**src/rtl/cpu_types_pkg.sv**
```systemverilog
// Shared types for the multicycle MIPS control path: the word type, ALU
// operation codes, FSM states, select-field encodings, instruction classes
// and the opcode/funct values the decoder recognises.
package cpu_types_pkg;

    localparam int unsigned WORD_W   = 32;
    localparam int unsigned OPCODE_W = 6;

    typedef logic [WORD_W-1:0] word_t;

    typedef enum logic [3:0] {
        ALU_SLL  = 4'b0000,
        ALU_SRL  = 4'b0001,
        ALU_ADD  = 4'b0010,
        ALU_SUB  = 4'b0011,
        ALU_AND  = 4'b0100,
        ALU_OR   = 4'b0101,
        ALU_XOR  = 4'b0110,
        ALU_NOR  = 4'b0111,
        ALU_SLT  = 4'b1010,
        ALU_SLTU = 4'b1011
    } aluop_t;

    typedef enum logic [2:0] {
        FETCH  = 3'd0,
        DECODE = 3'd1,
        EXEC   = 3'd2,
        MEM    = 3'd3,
        WB     = 3'd4,
        HALT   = 3'd5
    } mc_state_t;

    typedef enum logic [1:0] {
        PC_PC4    = 2'b00,
        PC_RS     = 2'b01,
        PC_JUMP   = 2'b10,
        PC_BRANCH = 2'b11
    } pcsel_t;

    typedef enum logic [1:0] {
        PB_RT    = 2'b00,
        PB_SHAMT = 2'b01,
        PB_IMM   = 2'b10,
        PB_16    = 2'b11
    } portbsel_t;

    typedef enum logic [1:0] {
        RW_RD  = 2'b00,
        RW_RT  = 2'b01,
        RW_R31 = 2'b10
    } regwsel_t;

    typedef enum logic [1:0] {
        WD_ALU = 2'b00,
        WD_MEM = 2'b01,
        WD_PC4 = 2'b10
    } wdatsel_t;

    typedef enum logic [2:0] {
        CLS_ALU    = 3'd0,
        CLS_LOAD   = 3'd1,
        CLS_STORE  = 3'd2,
        CLS_BRANCH = 3'd3,
        CLS_JUMP   = 3'd4,
        CLS_JR     = 3'd5,
        CLS_JAL    = 3'd6,
        CLS_HALT   = 3'd7
    } instr_class_t;

    // Opcodes
    localparam logic [OPCODE_W-1:0] OP_RTYPE = 6'h00;
    localparam logic [OPCODE_W-1:0] OP_J     = 6'h02;
    localparam logic [OPCODE_W-1:0] OP_JAL   = 6'h03;
    localparam logic [OPCODE_W-1:0] OP_BEQ   = 6'h04;
    localparam logic [OPCODE_W-1:0] OP_BNE   = 6'h05;
    localparam logic [OPCODE_W-1:0] OP_ADDIU = 6'h09;
    localparam logic [OPCODE_W-1:0] OP_SLTI  = 6'h0A;
    localparam logic [OPCODE_W-1:0] OP_SLTIU = 6'h0B;
    localparam logic [OPCODE_W-1:0] OP_ANDI  = 6'h0C;
    localparam logic [OPCODE_W-1:0] OP_ORI   = 6'h0D;
    localparam logic [OPCODE_W-1:0] OP_XORI  = 6'h0E;
    localparam logic [OPCODE_W-1:0] OP_LUI   = 6'h0F;
    localparam logic [OPCODE_W-1:0] OP_LW    = 6'h23;
    localparam logic [OPCODE_W-1:0] OP_SW    = 6'h2B;
    localparam logic [OPCODE_W-1:0] OP_HALT  = 6'h3F;

    // R-type funct codes
    localparam logic [OPCODE_W-1:0] FN_SLL  = 6'h00;
    localparam logic [OPCODE_W-1:0] FN_SRL  = 6'h02;
    localparam logic [OPCODE_W-1:0] FN_SLLV = 6'h04;
    localparam logic [OPCODE_W-1:0] FN_SRLV = 6'h06;
    localparam logic [OPCODE_W-1:0] FN_JR   = 6'h08;
    localparam logic [OPCODE_W-1:0] FN_ADD  = 6'h20;
    localparam logic [OPCODE_W-1:0] FN_ADDU = 6'h21;
    localparam logic [OPCODE_W-1:0] FN_SUB  = 6'h22;
    localparam logic [OPCODE_W-1:0] FN_SUBU = 6'h23;
    localparam logic [OPCODE_W-1:0] FN_AND  = 6'h24;
    localparam logic [OPCODE_W-1:0] FN_OR   = 6'h25;
    localparam logic [OPCODE_W-1:0] FN_XOR  = 6'h26;
    localparam logic [OPCODE_W-1:0] FN_NOR  = 6'h27;
    localparam logic [OPCODE_W-1:0] FN_SLT  = 6'h2A;
    localparam logic [OPCODE_W-1:0] FN_SLTU = 6'h2B;

endpackage

```
**src/rtl/instr_decode.sv**
```systemverilog
// Combinational instruction decoder.
// In : ir        - instruction register
// Out: alu_op, porta_sel, portb_sel, imm_ext_sel - ALU operand/op fields
//      regw_sel  - destination register select for ALU/load writes
//      cls       - instruction class steering the sequencing FSM
//      illegal   - unknown opcode or unknown R-type funct
module instr_decode
    import cpu_types_pkg::*;
(
    input  word_t        ir,
    output aluop_t       alu_op,
    output logic         porta_sel,
    output portbsel_t    portb_sel,
    output logic         imm_ext_sel,
    output regwsel_t     regw_sel,
    output instr_class_t cls,
    output logic         illegal
);

    logic [OPCODE_W-1:0] opcode;
    logic [OPCODE_W-1:0] funct;
    logic                unused_ir_bits;

    assign opcode         = ir[31:26];
    assign funct          = ir[5:0];
    assign unused_ir_bits = ^ir[25:6];

    // Field decode; non-ALU instructions leave the ALU fields at zero.
    always_comb begin
        alu_op      = ALU_SLL;
        porta_sel   = 1'b0;
        portb_sel   = PB_RT;
        imm_ext_sel = 1'b0;
        regw_sel    = RW_RT;
        cls         = CLS_ALU;
        illegal     = 1'b0;

        case (opcode)
            OP_RTYPE: begin
                regw_sel = RW_RD;
                case (funct)
                    FN_SLL:  begin alu_op = ALU_SLL; portb_sel = PB_SHAMT; end
                    FN_SRL:  begin alu_op = ALU_SRL; portb_sel = PB_SHAMT; end
                    FN_SLLV: alu_op = ALU_SLL;
                    FN_SRLV: alu_op = ALU_SRL;
                    FN_JR:   cls    = CLS_JR;
                    FN_ADD:  alu_op = ALU_ADD;
                    FN_ADDU: alu_op = ALU_ADD;
                    FN_SUB:  alu_op = ALU_SUB;
                    FN_SUBU: alu_op = ALU_SUB;
                    FN_AND:  alu_op = ALU_AND;
                    FN_OR:   alu_op = ALU_OR;
                    FN_XOR:  alu_op = ALU_XOR;
                    FN_NOR:  alu_op = ALU_NOR;
                    FN_SLT:  alu_op = ALU_SLT;
                    FN_SLTU: alu_op = ALU_SLTU;
                    default: illegal = 1'b1;
                endcase
            end
            OP_J:   cls = CLS_JUMP;
            OP_JAL: cls = CLS_JAL;
            OP_BEQ, OP_BNE: begin
                cls         = CLS_BRANCH;
                alu_op      = ALU_SUB;
                imm_ext_sel = 1'b1;
            end
            OP_ADDIU: begin alu_op = ALU_ADD;  portb_sel = PB_IMM; imm_ext_sel = 1'b1; end
            OP_SLTI:  begin alu_op = ALU_SLT;  portb_sel = PB_IMM; imm_ext_sel = 1'b1; end
            OP_SLTIU: begin alu_op = ALU_SLTU; portb_sel = PB_IMM; imm_ext_sel = 1'b1; end
            OP_ANDI:  begin alu_op = ALU_AND;  portb_sel = PB_IMM; end
            OP_ORI:   begin alu_op = ALU_OR;   portb_sel = PB_IMM; end
            OP_XORI:  begin alu_op = ALU_XOR;  portb_sel = PB_IMM; end
            // LUI shifts the zero-extended immediate left by the constant 16
            OP_LUI: begin
                alu_op    = ALU_SLL;
                porta_sel = 1'b1;
                portb_sel = PB_16;
            end
            OP_LW: begin
                cls = CLS_LOAD; alu_op = ALU_ADD; portb_sel = PB_IMM; imm_ext_sel = 1'b1;
            end
            OP_SW: begin
                cls = CLS_STORE; alu_op = ALU_ADD; portb_sel = PB_IMM; imm_ext_sel = 1'b1;
            end
            OP_HALT: cls     = CLS_HALT;
            default: illegal = 1'b1;
        endcase
    end

endmodule

```
**src/rtl/multicycle_control.sv**
```systemverilog
// Multicycle sequencing controller: FETCH/DECODE/EXEC/MEM/WB/HALT FSM,
// instruction register, memory wait timeout and retired-instruction counter.
// In : CLK, RST (sync, active-high), imemload, ihit, dhit, brTake
// Out: ir, memory/regfile/PC enables, datapath selects, aluOp,
//      sticky halt/err, instret, state (debug)
module multicycle_control
    import cpu_types_pkg::*;
#(
    parameter int unsigned TIMEOUT = 16,
    parameter int unsigned CNT_W   = 32
) (
    input  logic             CLK,
    input  logic             RST,
    input  word_t            imemload,
    input  logic             ihit,
    input  logic             dhit,
    input  logic             brTake,
    output word_t            ir,
    output logic             iREN,
    output logic             dREN,
    output logic             dWEN,
    output logic             regWEN,
    output logic             pcWEN,
    output pcsel_t           pc_sel,
    output aluop_t           aluOp,
    output portbsel_t        portb_sel,
    output logic             porta_sel,
    output logic             immExt_sel,
    output regwsel_t         regW_sel,
    output wdatsel_t         wMemReg_sel,
    output logic             halt,
    output logic             err,
    output logic [CNT_W-1:0] instret,
    output mc_state_t        state
);

    // Counter holds 0..TIMEOUT-1; expiry is the last wait cycle without a hit.
    localparam int unsigned WAIT_W     = (TIMEOUT < 2) ? 1 : $clog2(TIMEOUT);
    localparam int unsigned WAIT_LIMIT = (TIMEOUT == 0) ? 0 : TIMEOUT - 1;

    mc_state_t        state_q, state_d;
    word_t            ir_q, ir_d;
    logic             halt_q, halt_d;
    logic             err_q, err_d;
    logic [CNT_W-1:0] instret_q, instret_d;
    logic [WAIT_W-1:0] wait_cnt_q, wait_cnt_d;

    aluop_t       dec_alu_op;
    logic         dec_porta_sel;
    portbsel_t    dec_portb_sel;
    logic         dec_imm_ext_sel;
    regwsel_t     dec_regw_sel;
    instr_class_t dec_cls;
    logic         dec_illegal;

    logic     iren_c, dren_c, dwen_c, regwen_c, pcwen_c;
    logic     alu_en_c;
    logic     wait_expired_c;
    pcsel_t   pc_sel_c;
    regwsel_t regw_sel_c;
    wdatsel_t wdat_sel_c;

    instr_decode u_decode (
        .ir          (ir_q),
        .alu_op      (dec_alu_op),
        .porta_sel   (dec_porta_sel),
        .portb_sel   (dec_portb_sel),
        .imm_ext_sel (dec_imm_ext_sel),
        .regw_sel    (dec_regw_sel),
        .cls         (dec_cls),
        .illegal     (dec_illegal)
    );

    assign wait_expired_c = (TIMEOUT != 0) && (wait_cnt_q == WAIT_W'(WAIT_LIMIT));

    // State register and architectural flops
    always_ff @(posedge CLK) begin
        if (RST) begin
            state_q    <= FETCH;
            ir_q       <= '0;
            halt_q     <= 1'b0;
            err_q      <= 1'b0;
            instret_q  <= '0;
            wait_cnt_q <= '0;
        end else begin
            state_q    <= state_d;
            ir_q       <= ir_d;
            halt_q     <= halt_d;
            err_q      <= err_d;
            instret_q  <= instret_d;
            wait_cnt_q <= wait_cnt_d;
        end
    end

    // Next-state and Moore output decode
    always_comb begin
        state_d    = state_q;
        ir_d       = ir_q;
        halt_d     = halt_q;
        err_d      = err_q;
        iren_c     = 1'b0;
        dren_c     = 1'b0;
        dwen_c     = 1'b0;
        regwen_c   = 1'b0;
        pcwen_c    = 1'b0;
        alu_en_c   = 1'b0;
        pc_sel_c   = PC_PC4;
        regw_sel_c = RW_RD;
        wdat_sel_c = WD_ALU;

        case (state_q)
            FETCH: begin
                iren_c = 1'b1;
                if (ihit) begin
                    ir_d    = imemload;
                    state_d = DECODE;
                end else if (wait_expired_c) begin
                    state_d = HALT;
                    halt_d  = 1'b1;
                    err_d   = 1'b1;
                end
            end
            DECODE: begin
                if (dec_illegal) begin
                    state_d = HALT;
                    halt_d  = 1'b1;
                    err_d   = 1'b1;
                end else if (dec_cls == CLS_HALT) begin
                    state_d = HALT;
                    halt_d  = 1'b1;
                end else begin
                    state_d = EXEC;
                end
            end
            EXEC: begin
                alu_en_c = 1'b1;
                case (dec_cls)
                    CLS_JUMP: begin
                        pcwen_c = 1'b1; pc_sel_c = PC_JUMP; state_d = FETCH;
                    end
                    CLS_JR: begin
                        pcwen_c = 1'b1; pc_sel_c = PC_RS; state_d = FETCH;
                    end
                    CLS_BRANCH: begin
                        pcwen_c  = 1'b1;
                        pc_sel_c = brTake ? PC_BRANCH : PC_PC4;
                        state_d  = FETCH;
                    end
                    CLS_LOAD, CLS_STORE: state_d = MEM;
                    default:             state_d = WB;
                endcase
            end
            MEM: begin
                // Only loads and stores reach MEM
                alu_en_c = 1'b1;
                if (dec_cls == CLS_LOAD) dren_c = 1'b1;
                else                     dwen_c = 1'b1;
                if (dhit) begin
                    if (dec_cls == CLS_LOAD) begin
                        state_d = WB;
                    end else begin
                        pcwen_c = 1'b1;
                        state_d = FETCH;
                    end
                end else if (wait_expired_c) begin
                    state_d = HALT;
                    halt_d  = 1'b1;
                    err_d   = 1'b1;
                end
            end
            WB: begin
                alu_en_c   = 1'b1;
                regwen_c   = 1'b1;
                pcwen_c    = 1'b1;
                state_d    = FETCH;
                regw_sel_c = dec_regw_sel;
                case (dec_cls)
                    CLS_JAL: begin
                        regw_sel_c = RW_R31;
                        wdat_sel_c = WD_PC4;
                        pc_sel_c   = PC_JUMP;
                    end
                    CLS_LOAD: wdat_sel_c = WD_MEM;
                    default:  wdat_sel_c = WD_ALU;
                endcase
            end
            HALT:    state_d = HALT;
            default: state_d = FETCH;
        endcase

        // Wait counter restarts whenever the state changes
        if ((state_q == FETCH || state_q == MEM) && (state_d == state_q)) begin
            wait_cnt_d = wait_cnt_q + WAIT_W'(1);
        end else begin
            wait_cnt_d = '0;
        end

        instret_d = instret_q + CNT_W'(pcwen_c);
    end

    // RST gates every enable and select so an aborted instruction commits nothing
    assign iREN        = iren_c   & ~RST;
    assign dREN        = dren_c   & ~RST;
    assign dWEN        = dwen_c   & ~RST;
    assign regWEN      = regwen_c & ~RST;
    assign pcWEN       = pcwen_c  & ~RST;
    assign pc_sel      = RST ? PC_PC4 : pc_sel_c;
    assign regW_sel    = RST ? RW_RD  : regw_sel_c;
    assign wMemReg_sel = RST ? WD_ALU : wdat_sel_c;
    assign aluOp       = (RST || !alu_en_c) ? ALU_SLL : dec_alu_op;
    assign porta_sel   = ~RST & alu_en_c & dec_porta_sel;
    assign portb_sel   = (RST || !alu_en_c) ? PB_RT : dec_portb_sel;
    assign immExt_sel  = ~RST & alu_en_c & dec_imm_ext_sel;

    assign ir      = ir_q;
    assign halt    = halt_q;
    assign err     = err_q;
    assign instret = instret_q;
    assign state   = state_q;

endmodule

```
**config.mk**
```make
export PLATFORM = sky130hd
export DESIGN_NAME = multicycle_control
export DESIGN_NICKNAME = d
export VERILOG_FILES = /design/src/rtl/cpu_types_pkg.sv /design/src/rtl/instr_decode.sv /design/src/rtl/multicycle_control.sv
export SDC_FILE = /design/constraint.sdc
export NUM_CORES = 1
export LEC_CHECK = 0
export ABC_CLOCK_PERIOD_IN_PS = 5200
export CAP_MARGIN = 0
export CELL_PAD_IN_SITES_DETAIL_PLACEMENT = 1
export CELL_PAD_IN_SITES_GLOBAL_PLACEMENT = 1
export CORE_UTILIZATION = 35
export CTS_CLUSTER_DIAMETER = 200
export CTS_CLUSTER_SIZE = 28
export DETAILED_ROUTE_END_ITERATION = 16
export HOLD_SLACK_MARGIN = 0.08
export PLACE_DENSITY_LB_ADDON = 0.05
export SETUP_SLACK_MARGIN = 0.1
export SLEW_MARGIN = 15
export SYNTH_ARGS = -nofsm -noshare
export SYNTH_HDL_FRONTEND = slang
export SYNTH_SLANG_ARGS = --single-unit
```
**constraint.sdc**
```tcl
create_clock -name CLK -period 5.2 [get_ports CLK]
set_input_delay 1.04 -clock CLK [delete_from_list [all_inputs] [get_ports CLK]]
set_output_delay 1.04 -clock CLK [all_outputs]
set_load 0.1 [all_outputs]
```
==> flow_summary.yaml, run 1 <==
run_status:
  outcome: "finished, final reports clean"
floorplan:
  rows: 37
  start_util_pct: 36.5
  ios: 125
  core_um2: 10400
  die-area_um2: 11300
  die_h_um: 106
  die_w_um: 106
timing:
  period_minus_slack_ns: 3.83
  finClkSkew_ns: 0.0122
  timing.slew.headroom_pct: 25.1
  slew_violations: 0
  fmax_ghz: 0.261
  final_hold_viol_count: 0
  setup_viol: 0
  tns_ns: 0
  tightest_slew_ns: 1.12
  hold_slack_ns: 0.455
  post-route-period-util_pct: 73.6
  rsz0062_at_grt: "no"
worst_setup_path:
  critPathMaxStageDelay_ns: 1.17
  start_kind: "primary input"
  path_max_fanout: 36
  crit_path_end_kind: "output port"
  worstSetupPathType: "in2out"
  r2r-end: "instret[29]"
  worstReg2RegStart: "ir[27]"
  arrival_ns: 2.79
  path_cells: "buf_2 -> nor4_2 -> clkdlybuf4s50_1"
  r2r_slack_ns: 1.63
  ff2ff_path_depth: 11
  crit_slowest_cell: "clkdlybuf4s50_1"
  required_ns: 4.16
pwr:
  peakVddDrop_mv: 0.246
  power_density_nw_per_um2: 484
  leakage_nw: 1.86
  fin_total_pwr_mw: 2.56
detailed_routing:
  route.detailed.drc: 0
  vias_per_cell: 5.28
  drt_iter0_drc: 172
  drt-total-wl_mm: 11.3
  dr.pass1.iters: 4
  ant_nets: 0
  vias: 3893
  routedWlPerCell_um: 15.3
global_route:
  grt_max_degree: 41
  first_global_vias: 3770
  track_usage_pct: 20.2
  grt_overflow: 0
  grt_first_pass_wirelength_mm: 18.6
  antenna_found_initial: 0
placed_design:
  place_congestion: 0.832
  dp.cells: 722
  numPortBuffers: 124
  post-dp-hpwl_mm: 7.95
cts:
  clock_path_buffers: 2
  hold_buffers: 0
  root_buffer: "clkbuf_8"
  cts_setup_buffers: 0
  cts_tree: "yes"
  ctsResizeCount: 0
  clk_latency_ns: 0.34
  clk_pin_slew_worst_paths_ns: 0.08
  clock_sink_count: 73
  cts-htree-levels: 3
  cts_buffers: 9
job:
  maxCapViolCount: 0
logic_synthesis:
  synth_top_area_share_pct: 38.4
  ys_seq_area_share_pct: 38.4
  ys_ff_latch: 73
  synthTopCellsByArea: "dfxtp_1 (38%), nand2_1 (8.2%), a21oi_1 (7.2%)"
  ys_async_sr_fraction_pct: 0
  ys_dominant_reg_cell: "dfxtp_1"
  synth-edff-count: 0
  synth_nets: 533
  synth_cell_types: 63
  syn_avg_cell_area_um2: 7.71
  syn_inst: 493
  syn_area_um2: 3800
  synth_area_leader_cell: "dfxtp_1"
  yosys_warnings: 0
worst_hold_path:
  holdPathEnd: "wait_cnt_q[0]"
  min_path_type: "reg2reg"
  holdPathStages: 1
  min_from: "wait_cnt_q[0]"
final_layout:
  regArea_um2: 1460
  final_cell_count_no_fill: 738
  final_common_cell: "clkdlybuf4s50_1"
  multi_input_area_um2: 2150
  nets: 637
  n_antenna_cell: 0
  final_cell_mix: "clkdlybuf4s50_1 (105), nand2_1 (83), dfxtp_1 (73)"
  drive_above_1_share_pct: 9.47
  areaGrowthSynthToFinish_pct: 39.2
  nFillCells: 1285
[Yosys cell counts (2+ instances only)]
master,instances
xnor2_1,20
a211oi_2,2
o21a_1,2
nor4_1,6
buf_1,3
nor3b_1,4
xor2_1,4
nor3_1,16
nand4_1,11
and2_1,4
dfxtp_1,73
ha_1,3
or3_1,9
a31o_2,3
a31o_1,3
nand4_2,2
nand2_1,83
and3_1,7
nor2b_1,11
buf_6,2
o311a_1,2
inv_1,16
clkbuf_1,22
nor4_4,2
buf_2,6
o21ai_0,20
and4_1,2
a21oi_1,55
nor2_1,45
a21o_1,3
nand3_1,17
nand2b_1,2
a32oi_1,3
[report_power, final]
| part | total, mW | internal [mW] | leakage, nW | switching [mW] |
|---|---|---|---|---|
| Sequential | 0.771 | 0.636 | 0.594 | 0.135 |
| Clock | 0.545 | 0.322 | 0.117 | 0.223 |
| Combinational | 1.25 | 0.332 | 1.15 | 0.914 |
| Total | 2.56 | 1.29 | 1.86 | 1.27 |
[how the worst max path moves through the flow]
stage | slack, ns | end | from | depth (start not counted)
floorplan | 0.21 | dREN | ir[31] | 4
CTS | 1.34 | iREN | RST | 3
detailed placement | 1.34 | iREN | RST | 3
global route | 1.21 | pcWEN | ir[27] | 6
global placement | 1.35 | iREN | RST | 3
finish | 1.37 | iREN | RST | 3
[sequential cells by signal, summed over array words and instances (netlist names)]
| signal | count |
|---|---|
| wait_cnt_q | 4 |
| instret | 32 |
| ir | 32 |
| halt | 1 |
| err | 1 |
| state | 3 |
[logic make-up (layout without fill, tap and decap cells)]
kind of cell / Yosys count / in the layout / share of synthesized area, %
AND/OR/NAND/NOR: 233 / 233 / 31.5
AO/OA/AOI/OAI: 111 / 111 / 18.2
flip-flops: 73 / 73 / 38.4
buffers and inverters: 49 / 158 / 5.43
XOR/XNOR: 24 / 24 / 5.53
adder cells (fa/ha/maj): 3 / 3 / 0.987
[worst max-delay path, delay by kind of cell]
kind          cells  cell delay (ns)
buf+inv           2             1.51
simple gates      1             0.23
[per-layer routing]
metal / GRT usage, % / up-vias / share of wire (%)
met5: 0 / - / 0
met4: 5.56 / 0 / 0.91
met3: 6.07 / 9 / 6.5
met2: 31.6 / 91 / 46
met1: 26.9 / 1867 / 46
li1: - / 1926 / -
[area by class of cell]
type / instances / area share [%]
sequential: 73 / 27.6
inverter: 16 / 1.13
multi-input combinational: 371 / 40.7
tap: 136 / 3.22
clock inverter: 6 / 2.17
timing repair buffer: 126 / 22.8
clock buffer: 10 / 2.41
[per-stage QoR]
| stage | setup WS [ns] | utilization (%) | instance area, um^2 |
|---|---|---|---|
| after floorplan | 0.205 | - | 3820 |
| after global placement | 1.35 | 48.5 | 5050 |
| after detailed placement | 1.34 | 48.5 | 5050 |
| after CTS | 1.34 | 50.8 | 5290 |
| after global routing | 1.21 | 50.8 | 5290 |
| final | 1.37 | 50.8 | 5290 |
No activity file was read; power rests on OpenSTA's default activity.
==> run 2: changes to the inputs <==
ABC_CLOCK_PERIOD_IN_PS = 3400   (was 5200)
CORE_UTILIZATION = 30   (was 35)
clock period = 3.4 ns   (was 5.2 ns; I/O delays follow)
==> flow_summary.yaml, run 2 (synthesis gave the netlist of run 1 again) <==
final_layout:
  areaGrowthSynthToFinish_pct: 50.4
  utilization_pct: 47.0
  multi_input_area_um2: 2300
  nets: 649
  final_common_cell: "nand2_1"
  nFillCells: 1448
  regArea_um2: 1500
  stdcell_area_um2: 5720
  n_antenna_cell: 0
  final_cell_mix: "nand2_1 (83), buf_4 (72), dfxtp_1 (59)"
  drive_above_1_share_pct: 25.3
detailed_routing:
  route.detailed.drc: 0
  drt_iter0_drc: 195
  vias_per_cell: 5.02
  vias: 3922
  drt-total-wl_mm: 12.4
  routedWlPerCell_um: 15.9
  ant_nets: 0
  dr.pass1.iters: 4
global_route:
  met1_usage_pct: 24.1
  antenna_found_initial: 0
  track_usage_pct: 19.6
  grtUsageMet3_pct: 7.20
  grt_first_pass_wirelength_mm: 20.2
  grt_use_met2_pct: 31.6
  first_global_vias: 3945
  grt_max_degree: 69
  busiest_layer: "met2"
  grt_overflow: 0
cts:
  cts-htree-levels: 3
  clk_pin_slew_worst_paths_ns: 0.06
  hold_buffers: 0
  clk_latency_ns: 0.33
  cts_tree: "yes"
  root_buffer: "clkbuf_16"
  clock_sink_count: 73
  cts_buffers: 9
  clock_path_buffers: 2
timing:
  timing.slew.headroom_pct: 33.6
  period_minus_slack_ns: 3.15
  tightest_slew_ns: 0.994
  rsz0062_at_grt: "no"
  fmax_ghz: 0.318
  slew_violations: 0
  post-route-period-util_pct: 92.6
  finClkSkew_ns: 0.00465
  final_hold_viol_count: 0
  setup_viol: 0
  tns_ns: 0
worst_setup_path:
  path_max_fanout: 13
  startpoint: "ir[27]"
  r2r_slack_ns: 0.25
  worstSetupPathType: "reg2reg"
  crit_path_end_kind: "flip-flop"
  arrival_ns: 3.40
  start_kind: "flip-flop"
  required_ns: 3.65
  worstReg2RegStart: "ir[27]"
placed_design:
  numPortBuffers: 124
  post-dp-hpwl_mm: 8.84
  place_congestion: 0.777
  placed_area_um2: 5370
worst_hold_path:
  min_path_type: "reg2reg"
  min_from: "wait_cnt_q[0]"
job:
  maxCapViolCount: 0
pwr:
  leakage_nw: 2.13
  power_density_nw_per_um2: 730
  peakVddDrop_mv: 0.344
floorplan:
  ios: 125
  core_um2: 12200
  die-area_um2: 13100
  rows: 40
  die_h_um: 115
  die_w_um: 115
  start_util_pct: 31.3
run_status:
  outcome: "finished, final reports clean"
## run 2: changes by cell type in the layout (fill, tap and decap cells not counted), sizes merged
cell	previous run	this run
clkdlybuf4s50	105	49
buf	21	89
bufinv	3	0
inv	17	16
clkbuf	10	14
clkinvlp	1	0
## run 2: path summary, 6_finish.rpt
check / cells past startpoint / endpoint
max: 13 / instret[31]
min: 1 / wait_cnt_q[0]
max reg2reg: 13 / instret[31]
min reg2reg: 1 / wait_cnt_q[0]
## run 2: layer usage
layer / routed length [um] / part of all wire (%)
met5: 0 / 0
met4: 160 / 1.3
met3: 797 / 6.4
met2: 5870 / 47
met1: 5560 / 45
## run 2: repair_timing
action,CTS,global route
buffers inserted,1,2
endpoints found under the setup margin,5,22
pin swaps,2,2
gates resized for setup,0,6
## run 2: critical path, cell delays in order, from the launching register on
cell and delay (ns):
dfxtp_4 0.43, buf_4 0.20, and2_1 0.16, nor3b_1 0.52
a2111oi_4 0.10, o21ai_1 0.30, nand2_1 0.12, ha_1 0.23
and3_2 0.26, nand4_1 0.16, nor4_4 0.07, buf_4 0.18
a31o_1 0.21, a21oi_1 0.11
## run 2: stage by stage
step                      std cells  total power [mW]  setup WS [ns]  hold slack, ns
after floorplan                 493              2.72        -0.0985           0.418
after global placement          763              3.20          0.191           0.429
after detailed placement        763              3.23         0.0702           0.443
after CTS                       779              4.21          0.155           0.452
after global routing            781              4.40         0.0468           0.472
final                           781              4.18          0.252           0.452
## run 2: power by group
part	internal [mW]	leakage [nW]	total, mW	switching [mW]
clock network	0.598	0.149	0.953	0.355
registers	0.992	0.601	1.16	0.172
logic	0.551	1.38	2.06	1.51
total	2.14	2.13	4.18	2.04
## run 2: area by class of cell
| class | instances | share of cell area, % |
|---|---|---|
| multi-input cells | 371 | 40.1 |
| clock inverters | 1 | 0.0875 |
| inverters | 16 | 1.05 |
| repair buffers | 138 | 23.7 |
| flip-flops and latches | 73 | 26.2 |
| well taps | 168 | 3.67 |
| clock buffers | 14 | 5.18 |
==> run 3: changes to the inputs <==
CAP_MARGIN = 10   (was 0)
REMOVE_ABC_BUFFERS = 1   (was not set)
SKIP_LAST_GASP = 1   (was not set)
==> flow_summary.yaml, run 3 (synthesis gave the netlist of run 1 again) <==
run_status:
  outcome: "finished, final reports clean"
detailed_routing:
  vias: 3973
  drt_iter0_drc: 201
  vias_per_cell: 5.04
  ant_nets: 0
  drt-total-wl_mm: 12.5
  route.detailed.drc: 0
  routedWlPerCell_um: 15.8
  dr.pass1.iters: 6
pwr:
  peakVddDrop_mv: 0.426
  combPwrFrac_pct: 49.8
  power_density_nw_per_um2: 747
  fin_total_pwr_mw: 4.27
  p_sw_mw: 2.03
  switching_share_pct: 47.6
  p_clk_share_pct: 25.1
  internal_power_mw: 2.24
  seqPwrFrac_pct: 25.1
  leakage_nw: 2.16
cts:
  cts_buffers: 9
  clock_sink_count: 73
  clock_path_buffers: 2
  clk_latency_ns: 0.34
  root_buffer: "clkbuf_16"
  cts-htree-levels: 3
  hold_buffers: 0
  clk_pin_slew_worst_paths_ns: 0.06
  cts_tree: "yes"
worst_setup_path:
  r2r_slack_ns: 0.36
  path_max_fanout: 15
  worstSetupPathType: "reg2out"
  worstReg2RegStart: "ir[28]"
  required_ns: 2.72
  crit_path_end_kind: "output port"
  ff2ff_path_depth: 13
  r2r-end: "instret[29]"
  start_kind: "flip-flop"
  arrival_ns: 2.49
worst_hold_path:
  min_path_type: "reg2reg"
  holdPathEnd: "wait_cnt_q[0]"
  min_from: "wait_cnt_q[0]"
  holdPathStages: 1
timing:
  period_minus_slack_ns: 3.17
  timing.slew.headroom_pct: 34.0
  post-route-period-util_pct: 93.4
  finClkSkew_ns: 0.00673
  final_hold_viol_count: 0
  worst_slack_ns: 0.225
  hold_slack_ns: 0.450
  rsz0062_at_grt: "yes"
  fmax_ghz: 0.315
  tightest_slew_ns: 0.987
  setup_viol: 0
  slew_violations: 0
final_layout:
  nets: 656
  final_common_cell: "nand2_1"
  utilization_pct: 47.0
  final_cell_mix: "nand2_1 (83), dfxtp_1 (73), buf_4 (73)"
  n_antenna_cell: 0
  drive_above_1_share_pct: 21.6
  areaGrowthSynthToFinish_pct: 50.3
global_route:
  grt_max_degree: 57
  track_usage_pct: 20.0
  grt_overflow: 0
  met1_usage_pct: 25.1
  grt_first_pass_wirelength_mm: 20.5
  grt_use_met2_pct: 32.4
  antenna_found_initial: 0
  grtUsageMet3_pct: 6.78
  busiest_layer: "met2"
  first_global_vias: 4018
floorplan:
  ios: 125
  start_util_pct: 31.3
  die_w_um: 115
  die-area_um2: 13100
  die_h_um: 115
  rows: 40
  core_um2: 12200
placed_design:
  place_congestion: 0.794
  numPortBuffers: 124
  post-dp-hpwl_mm: 9.06
  preCtsSetupSlack_ns: 0.200
job:
  maxCapViolCount: 0
## run 3: through the flow
stage	area [um^2]	std cells	TNS (ns)
after floorplan	3660	460	-20.37
after global placement	5310	771	0
after detailed placement	5310	771	0
after CTS	5640	787	0
after global routing	5710	789	0
final	5710	789	0
## run 3: what timing repair did
action | in CTS | in global routing
hold endpoints to repair | 0 | 0
endpoints found under the setup margin | 1 | 21
gates resized for setup | 1 | 10
pin swaps | 0 | 3
setup buffers | 0 | 2
## run 3: critical path: stages (launching register included)
cell,delay [ns]
dfxtp_1,0.30
buf_4,0.18
nand2b_1,0.28
a211oi_2,0.28
nand4_1,0.20
or3_1,0.39
a211oi_2,0.31
buf_12,0.22
## run 3: final cells by class
type	count	area, um^2
multi-input combinational	371	2190
tap	168	210
inverter	16	60.1
clock inverter	5	85.1
fill	1463	6450
sequential	73	1460
timing repair buffer	145	1450
clock buffer	11	253
## run 3: layer usage
| layer | routed length [um] | up-vias |
|---|---|---|
| met3 | 843 | 12 |
| met5 | 0 | - |
| li1 | - | 1967 |
| met2 | 5840 | 99 |
| met4 | 159 | 0 |
| met1 | 5640 | 1895 |
## run 3: power by group through the flow
stage          registers [mW]  logic [mW]  clock network [mW]
2_1_floorplan            1.94       0.649                   0
3_3_place_gp             1.08        2.10                   0
3_5_place_dp             1.09        2.12                   0
4_1_cts                  1.07        2.13                1.11
5_1_grt                  1.09        2.26                1.15
6_report                 1.07        2.13                1.07
## run 3: worst max-delay path by stage
stage | startpoint | to | slack, ns | depth (start not counted)
after floorplan | ir[28] | pc_sel[0] | -3.89 | 4
after global placement | dhit | instret[29] | 0.26 | 10
after detailed placement | dhit | instret[31] | 0.20 | 10
after CTS | ir[31] | pc_sel[0] | 0.10 | 7
after global routing | ir[31] | pcWEN | 0.09 | 6
final | state[2] | aluOp[3] | 0.23 | 7
